**src/rtl/datatape_pkg.sv**
```systemverilog
// Shared types and constants for the data-tape receive path (decoder -> deframer).
package datatape_pkg;

  localparam int SYM_W  = 4;
  localparam int BYTE_W = 8;

  // Marker field as {sym_end, sym_begin}, shared with the decoder.
  localparam logic [1:0] MARK_NONE  = 2'b00;
  localparam logic [1:0] MARK_BEGIN = 2'b01;
  localparam logic [1:0] MARK_END   = 2'b10;
  localparam logic [1:0] MARK_BOTH  = 2'b11;

  typedef enum logic [1:0] {
    ST_HUNT    = 2'd0,
    ST_LEN     = 2'd1,
    ST_PAYLOAD = 2'd2,
    ST_CSUM    = 2'd3
  } dfr_state_e;

  function automatic logic [BYTE_W-1:0] csum_next(input logic [BYTE_W-1:0] csum,
                                                  input logic [BYTE_W-1:0] data);
    return csum ^ data;
  endfunction

endpackage

```
**src/rtl/tape_byte_fifo.sv**
```systemverilog
// Synchronous FIFO for deframed payload bytes; head reads as zero when empty.
module tape_byte_fifo #(
  parameter int DEPTH = 16,
  parameter int WIDTH = 9
) (
  input  logic             clkin,
  input  logic             rst_n,
  input  logic             push,
  input  logic [WIDTH-1:0] push_data,
  input  logic             pop,
  output logic             full,
  output logic             empty,
  output logic [WIDTH-1:0] head
);

  localparam int AW = $clog2(DEPTH);
  localparam logic [AW:0] PTR_INC = {{AW{1'b0}}, 1'b1};

  logic [AW:0]      wr_ptr_q, wr_ptr_d, rd_ptr_q, rd_ptr_d;
  logic [WIDTH-1:0] mem_q [DEPTH];
  logic             do_push_s, do_pop_s;

  // A push into a full FIFO is accepted only when a pop frees the slot that cycle.
  always_comb begin
    full      = (wr_ptr_q[AW] != rd_ptr_q[AW]) && (wr_ptr_q[AW-1:0] == rd_ptr_q[AW-1:0]);
    empty     = (wr_ptr_q == rd_ptr_q);
    do_pop_s  = pop && !empty;
    do_push_s = push && (!full || do_pop_s);
    if (do_push_s) wr_ptr_d = wr_ptr_q + PTR_INC;
    else           wr_ptr_d = wr_ptr_q;
    if (do_pop_s)  rd_ptr_d = rd_ptr_q + PTR_INC;
    else           rd_ptr_d = rd_ptr_q;
    if (empty)     head = '0;
    else           head = mem_q[rd_ptr_q[AW-1:0]];
  end

  always_ff @(posedge clkin) begin
    if (!rst_n) begin
      wr_ptr_q <= '0;
      rd_ptr_q <= '0;
    end else begin
      wr_ptr_q <= wr_ptr_d;
      rd_ptr_q <= rd_ptr_d;
    end
  end

  always_ff @(posedge clkin) begin
    if (do_push_s) mem_q[wr_ptr_q[AW-1:0]] <= push_data;
  end

endmodule

```
**src/rtl/tape_deframer.sv**
```systemverilog
// Nibble-to-byte packet deframer (length, payload, XOR checksum) with byte FIFO output.
// Define TAPE_DEFRAMER_STATS_EN to add saturating good/bad packet counters.
module tape_deframer
  import datatape_pkg::*;
#(
  parameter int FIFO_DEPTH = 16,
  parameter int MAX_LEN    = 255
) (
  input  logic              clkin,
  input  logic              rst_n,
  input  logic [SYM_W-1:0]  sym_in,
  input  logic              sym_valid,
  input  logic              sym_begin,
  input  logic              sym_end,
  output logic [BYTE_W-1:0] byte_out,
  output logic              byte_last,
  output logic              byte_valid,
  input  logic              byte_ready,
  output logic              pkt_done,
  output logic              pkt_ok,
  output logic              overflow
`ifdef TAPE_DEFRAMER_STATS_EN
  ,
  output logic [15:0]       good_cnt,
  output logic [15:0]       bad_cnt
`endif
);

  localparam logic [BYTE_W:0] MAX_LEN_W = (BYTE_W+1)'(MAX_LEN);

  dfr_state_e        state_q, state_d;
  logic              phase_q, phase_d;
  logic [SYM_W-1:0]  hi_q, hi_d;
  logic [BYTE_W-1:0] csum_q, csum_d, rem_q, rem_d;
  logic              pkt_drop_q, pkt_drop_d, overflow_q, overflow_d;
  logic              pkt_done_q, pkt_done_d, pkt_ok_q, pkt_ok_d;
  logic [1:0]        mark_s;
  logic [BYTE_W-1:0] byte_s;
  logic              push_s, push_last_s, pop_s, drop_s, full_s, empty_s;
  logic [BYTE_W:0]   head_s;

  // Framing FSM: markers abort or restart, data nibbles pair into bytes.
  always_comb begin
    mark_s      = sym_valid ? {sym_end, sym_begin} : MARK_NONE;
    byte_s      = {hi_q, sym_in};
    pop_s       = !empty_s && byte_ready;
    state_d     = state_q;
    phase_d     = phase_q;
    hi_d        = hi_q;
    csum_d      = csum_q;
    rem_d       = rem_q;
    pkt_drop_d  = pkt_drop_q;
    pkt_done_d  = 1'b0;
    pkt_ok_d    = 1'b0;
    push_s      = 1'b0;
    push_last_s = 1'b0;
    case (mark_s)
      MARK_BEGIN: begin
        if (state_q != ST_HUNT) pkt_done_d = 1'b1;
        else                    pkt_done_d = 1'b0;
        state_d    = ST_LEN;
        phase_d    = 1'b0;
        csum_d     = 8'h00;
        pkt_drop_d = 1'b0;
      end
      MARK_END, MARK_BOTH: begin
        if (state_q != ST_HUNT) pkt_done_d = 1'b1;
        else                    pkt_done_d = 1'b0;
        state_d = ST_HUNT;
      end
      default: begin
        if (sym_valid && (state_q != ST_HUNT) && !phase_q) begin
          hi_d    = sym_in;
          phase_d = 1'b1;
        end else if (sym_valid && (state_q != ST_HUNT)) begin
          phase_d = 1'b0;
          case (state_q)
            ST_LEN: begin
              csum_d = csum_next(csum_q, byte_s);
              if ((byte_s == 8'd0) || ({1'b0, byte_s} > MAX_LEN_W)) begin
                pkt_done_d = 1'b1;
                state_d    = ST_HUNT;
              end else begin
                rem_d   = byte_s;
                state_d = ST_PAYLOAD;
              end
            end
            ST_PAYLOAD: begin
              csum_d      = csum_next(csum_q, byte_s);
              push_s      = 1'b1;
              push_last_s = (rem_q == 8'd1);
              rem_d       = rem_q - 8'd1;
              if (rem_q == 8'd1) state_d = ST_CSUM;
              else               state_d = ST_PAYLOAD;
            end
            ST_CSUM: begin
              pkt_done_d = 1'b1;
              pkt_ok_d   = (byte_s == csum_q) && !pkt_drop_q;
              state_d    = ST_HUNT;
            end
            default: state_d = ST_HUNT;
          endcase
        end else begin
          phase_d = phase_q;
        end
      end
    endcase
    drop_s     = push_s && full_s && !pop_s;
    overflow_d = overflow_q | drop_s;
    pkt_drop_d = pkt_drop_d | drop_s;
  end

  always_ff @(posedge clkin) begin
    if (!rst_n) begin
      state_q    <= ST_HUNT;
      phase_q    <= 1'b0;
      hi_q       <= 4'h0;
      csum_q     <= 8'h00;
      rem_q      <= 8'h00;
      pkt_drop_q <= 1'b0;
      overflow_q <= 1'b0;
      pkt_done_q <= 1'b0;
      pkt_ok_q   <= 1'b0;
    end else begin
      state_q    <= state_d;
      phase_q    <= phase_d;
      hi_q       <= hi_d;
      csum_q     <= csum_d;
      rem_q      <= rem_d;
      pkt_drop_q <= pkt_drop_d;
      overflow_q <= overflow_d;
      pkt_done_q <= pkt_done_d;
      pkt_ok_q   <= pkt_ok_d;
    end
  end

  tape_byte_fifo #(
    .DEPTH (FIFO_DEPTH),
    .WIDTH (BYTE_W + 1)
  ) u_fifo (
    .clkin     (clkin),
    .rst_n     (rst_n),
    .push      (push_s),
    .push_data ({push_last_s, byte_s}),
    .pop       (pop_s),
    .full      (full_s),
    .empty     (empty_s),
    .head      (head_s)
  );

  assign byte_out   = head_s[BYTE_W-1:0];
  assign byte_last  = head_s[BYTE_W];
  assign byte_valid = !empty_s;
  assign pkt_done   = pkt_done_q;
  assign pkt_ok     = pkt_ok_q;
  assign overflow   = overflow_q;

`ifdef TAPE_DEFRAMER_STATS_EN
  logic [15:0] good_cnt_q, good_cnt_d, bad_cnt_q, bad_cnt_d;

  // Counters follow the pkt_done pulse and stick at all-ones.
  always_comb begin
    good_cnt_d = good_cnt_q;
    bad_cnt_d  = bad_cnt_q;
    if (pkt_done_q && pkt_ok_q && (good_cnt_q != 16'hFFFF))  good_cnt_d = good_cnt_q + 16'd1;
    else                                                     good_cnt_d = good_cnt_q;
    if (pkt_done_q && !pkt_ok_q && (bad_cnt_q != 16'hFFFF))  bad_cnt_d = bad_cnt_q + 16'd1;
    else                                                     bad_cnt_d = bad_cnt_q;
  end

  always_ff @(posedge clkin) begin
    if (!rst_n) begin
      good_cnt_q <= 16'h0000;
      bad_cnt_q  <= 16'h0000;
    end else begin
      good_cnt_q <= good_cnt_d;
      bad_cnt_q  <= bad_cnt_d;
    end
  end

  assign good_cnt = good_cnt_q;
  assign bad_cnt  = bad_cnt_q;
`endif

endmodule

```
**config.mk**
```make
export PLATFORM = sky130hd
export DESIGN_NAME = tape_deframer
export DESIGN_NICKNAME = d
export VERILOG_FILES = /design/src/rtl/datatape_pkg.sv /design/src/rtl/tape_byte_fifo.sv /design/src/rtl/tape_deframer.sv
export SDC_FILE = /design/constraint.sdc
export NUM_CORES = 1
export LEC_CHECK = 0
export BUFFER_PORTS_ARGS = -buffer_cell sky130_fd_sc_hd__buf_2
export CORE_MARGIN = 5
export CORE_UTILIZATION = 46
export CTS_BUF_LIST = sky130_fd_sc_hd__clkbuf_8
export DETAILED_ROUTE_END_ITERATION = 8
export PLACE_DENSITY = 0.74
export SYNTH_ARGS = -nofsm -noshare
export SYNTH_HDL_FRONTEND = slang
export SYNTH_HIERARCHICAL = 1
export SYNTH_SLANG_ARGS = --single-unit
```
**constraint.sdc**
```tcl
create_clock -name clkin -period 3.15 [get_ports clkin]
set_input_delay 0.1575 -clock clkin [delete_from_list [all_inputs] [get_ports clkin]]
set_output_delay 0.1575 -clock clkin [all_outputs]
set_load 0.005 [all_outputs]
```
==> impl_summary.md <==
Yosys
By area the synthesized netlist is led by edfxtp_1 (56%), dfxtp_1 (11%), mux4_2 (10%). The most used flip-flop cell after synthesis is edfxtp_1. The mean instance size in the synthesized netlist is 15.9 um^2.

The number of nets in the synthesized netlist is 509. The post-synthesis cell area is 7740 um^2. Summing the sequential cell areas from Yosys gives 66.4% of the chip area. After synthesis the netlist holds a flip-flop and latch count of 185. After synthesis, the share of flip-flops with an asynchronous set or reset is 0%. In this run the biggest area consumer among cell types represents 55.8% of the synthesized area. Yosys mapped the design onto 55 distinct sky130hd cell types.

The cell accounting for the most synthesized area is edfxtp_1. The instance count of the mapped netlist is 488. The number of warnings issued by yosys is 6. The number of enable-type register cells in the synthesized netlist is 144.

Cells and area
Leaving out fill and tap cells, the most frequent cells in the layout are edfxtp_1 (144), dfxtp_1 (41), mux4_2 (36). The share of the core filled with cells is 51.8%. The share of post-route cells with drive strength above 1 is 22.0%. The area growth from synthesis to final layout is 10.5%.

The number of nets at the end of the flow is 550. The library cell used most frequently in the layout, excluding fill and tap cells, is edfxtp_1. The repair_antennas step left the layout with diodes totalling 0. Leaving out filler cells and counting taps, the final layout contains 761. The final-layout fill cell count is 1347.

Drt
Detailed routing inserted a total of 4397 vias. The detailed-route vias per instance is 5.78. For this block, the initial DRC count from the detailed router was 305. The post-route DRC violation count is 0. After detailed routing, the total wire length is 16.4 mm. The count of nets left with antenna violations once routing finished came out at 0. The average wire per standard cell is 21.6 um. The pre-antenna-repair detailed-routing pass consisted of 5 iterations.

Setup path
Among all stages on the critical path, the largest delay is contributed by and3_1. Walking the worst path, the cells encountered are inv_1 -> ha_1 -> nor4b_1 -> and3_1 -> o31a_1 -> buf_4 -> and3_1. Together, buffers and inverters on the worst path number 2. STA puts the critical path data required time at 3.24 ns. The worst setup path is captured at a flop.

The startpoint class of the critical path is a flop. The most numerous cell type found on the critical path is and3_1. The maximum fanout along the worst path is 16. The critical setup path kind is flop to flop.

The stage delay of the slowest cell on the critical path is 0.49 ns. The worst setup slack for register-to-register paths is 0.48 ns. The data arrival time of the worst path is 2.76 ns. In this design, the largest share of critical-path delay is due to simple AND/OR/NAND/NOR gates.

Placed design
Input and output buffers added on the ports amount to 22. In this run, placement finished with an instance count of 729. The global placement routability congestion is 0.853. The half-perimeter wire length of the detailed placement result is 10.9 mm. The pre-CTS worst setup slack is 0.558 ns.

Floorplanning
The floorplan step defined a die boundary enclosing 19500 um^2. The floorplan step defined a core boundary enclosing 16500 um^2. The row count is 47.

The boundary pin count is 23. The effective utilization at floorplan is 46.9%. The die is 140 um wide. The die is 140 um tall.

STA
The final hold violation count came to 0. Timing would allow up to 374 MHz. Adding up every negative setup slack in the final design gives 0 ns. The final worst slack is 0.479 ns. The worst relative slew slack is 37.3%.

The final number of setup-violating endpoints is 0. The clock period could shrink to 2.67 ns. Setup repair after global routing left no endpoint under its margin.

Across the routed clock network, the largest skew measured is 0.0191 ns. The max-slew violation count is 0. In the finished design, the share of the clock period the worst path needs comes to 84.8%. The transition at the pin with the smallest max-transition slack is 0.932 ns.

Clock tree
The latest clock arrival within the worst-skew pair is 0.46 ns. The clock root buffer master is clkbuf_8. The number of CTS-inserted buffers is 17. Clock-pin slew was measured on the worst setup and hold paths at 0.09 ns.

In this run the deepest clock path goes through 2 buffers. The number of buffers inserted to repair setup after CTS is 0. For this design, the sink count on the clock tree is 185. The CTS H-tree depth is 4. The TritonCTS clock tree is built.

Global routing
The largest net degree at the start of global routing is 23. The first global-routing pass estimated 25.8 mm of wire. For this run, the total global-route usage over all layers was measured as 17.3%. The via count of the first global-routing pass was 4512. Global routing finished with a remaining overflow of 0. The initial antenna violation count is 0.

Status
The run finished with clean final reports.

Pwr
The worst IR drop on VDD is 303 uV. Summed over all cells, the static leakage comes to 2.98 nW. The areal power density over the cells is 494 nW/um^2.

Job
The number of max-cap violations is 0.

Min path
The path category of the worst min-delay check is input pin to flop.
-- metrics by stage --
stage	hold slack, ns	instance area, um^2	total power [mW]
CTS	0.0820	8550	4.26
floorplan	0.256	7740	2.70
finish	0.113	8550	4.22
detailed placement	0.452	8160	2.74
global placement	0.459	8160	2.74
global route	0.112	8550	4.39
-- power by group --
part           internal, mW  switching [mW]  leakage, nW  total (mW)
registers              2.61         0.00170         1.77        2.61
clock network         0.710           0.831        0.204        1.54
logic                0.0185          0.0552         1.01      0.0737
total                  3.34           0.888         2.98        4.22
-- synth_stat cells (all sizes together) (11+ instances only) --
| cell | n |
|---|---|
| edfxtp | 144 |
| and3 | 18 |
| buf | 13 |
| nand3 | 12 |
| nand2 | 18 |
| nor2 | 22 |
| xnor2 | 11 |
| ha | 11 |
| mux4 | 36 |
| o22ai | 16 |
| xor2 | 17 |
| dfxtp | 41 |
| nor3 | 14 |
-- path summary, 6_finish.rpt --
check | to | cells after the start | from
setup / recovery | u_fifo/mem_q[5][8] | 7 | state_q[0]
hold / removal | overflow | 4 | byte_ready
setup reg to reg | u_fifo/mem_q[5][8] | 7 | state_q[0]
hold reg to reg | rem_q[1] | 2 | rem_q[1]
-- sequential cells by signal, indices dropped and copies added, names as in the netlist, named ones only --
name / flops
state_q: 2
u_fifo/rd_ptr_q: 5
u_fifo/wr_ptr_q: 5
rem_q: 8
csum_q: 8
pkt_ok: 1
u_fifo/mem_q: 144
phase_q: 1
hi_q: 4
overflow: 1
pkt_done: 1
pkt_drop_q: 1
-- final cells by class --
| cell class | count | area, um^2 | share of cell area, % |
|---|---|---|---|
| multi-input combinational | 271 | 2440 | 28.5 |
| clock buffer | 17 | 234 | 2.74 |
| inverter | 11 | 41.3 | 0.483 |
| tap | 220 | 275 | 3.22 |
| sequential | 185 | 5140 | 60.1 |
| timing repair buffer | 43 | 270 | 3.16 |
| clock inverter | 14 | 148 | 1.73 |
-- routing by layer --
metal  up-vias  GRT usage (%)  wire length [um]  share of wire, %
met4         0           6.37               460               2.8
met2       176           25.4              7390                45
met3        34           5.32              1170               7.1
met5         -              0                 0                 0
met1      2205           24.5              7430                45
li1       1982              -                 -                 -
-- worst register-to-register path: stages (launching register included) --
cell and delay [ns]:
dfxtp_1 0.39, inv_1 0.09, ha_1 0.27, nor4b_1 0.45, and3_1 0.27, o31a_1 0.15
buf_4 0.20, and3_1 0.49
-- cells by family after synthesis --
family	Yosys count	share of synthesized area [%]
flip-flops	185	66.4
buffers and inverters	32	2.05
multiplexers	44	11.5
XOR/XNOR	28	3.36
AND/OR/NAND/NOR	126	9.08
AO/OA/AOI/OAI	62	5.78
adder cells (fa/ha/maj)	11	1.78
-- timing repair --
item / CTS / global route
gates resized for setup: 0 / 0
endpoints found under the setup margin: 0 / 0
hold endpoints to repair: 1 / 0
hold buffers: 1 / 0
Power figures use the tool's default switching activity.
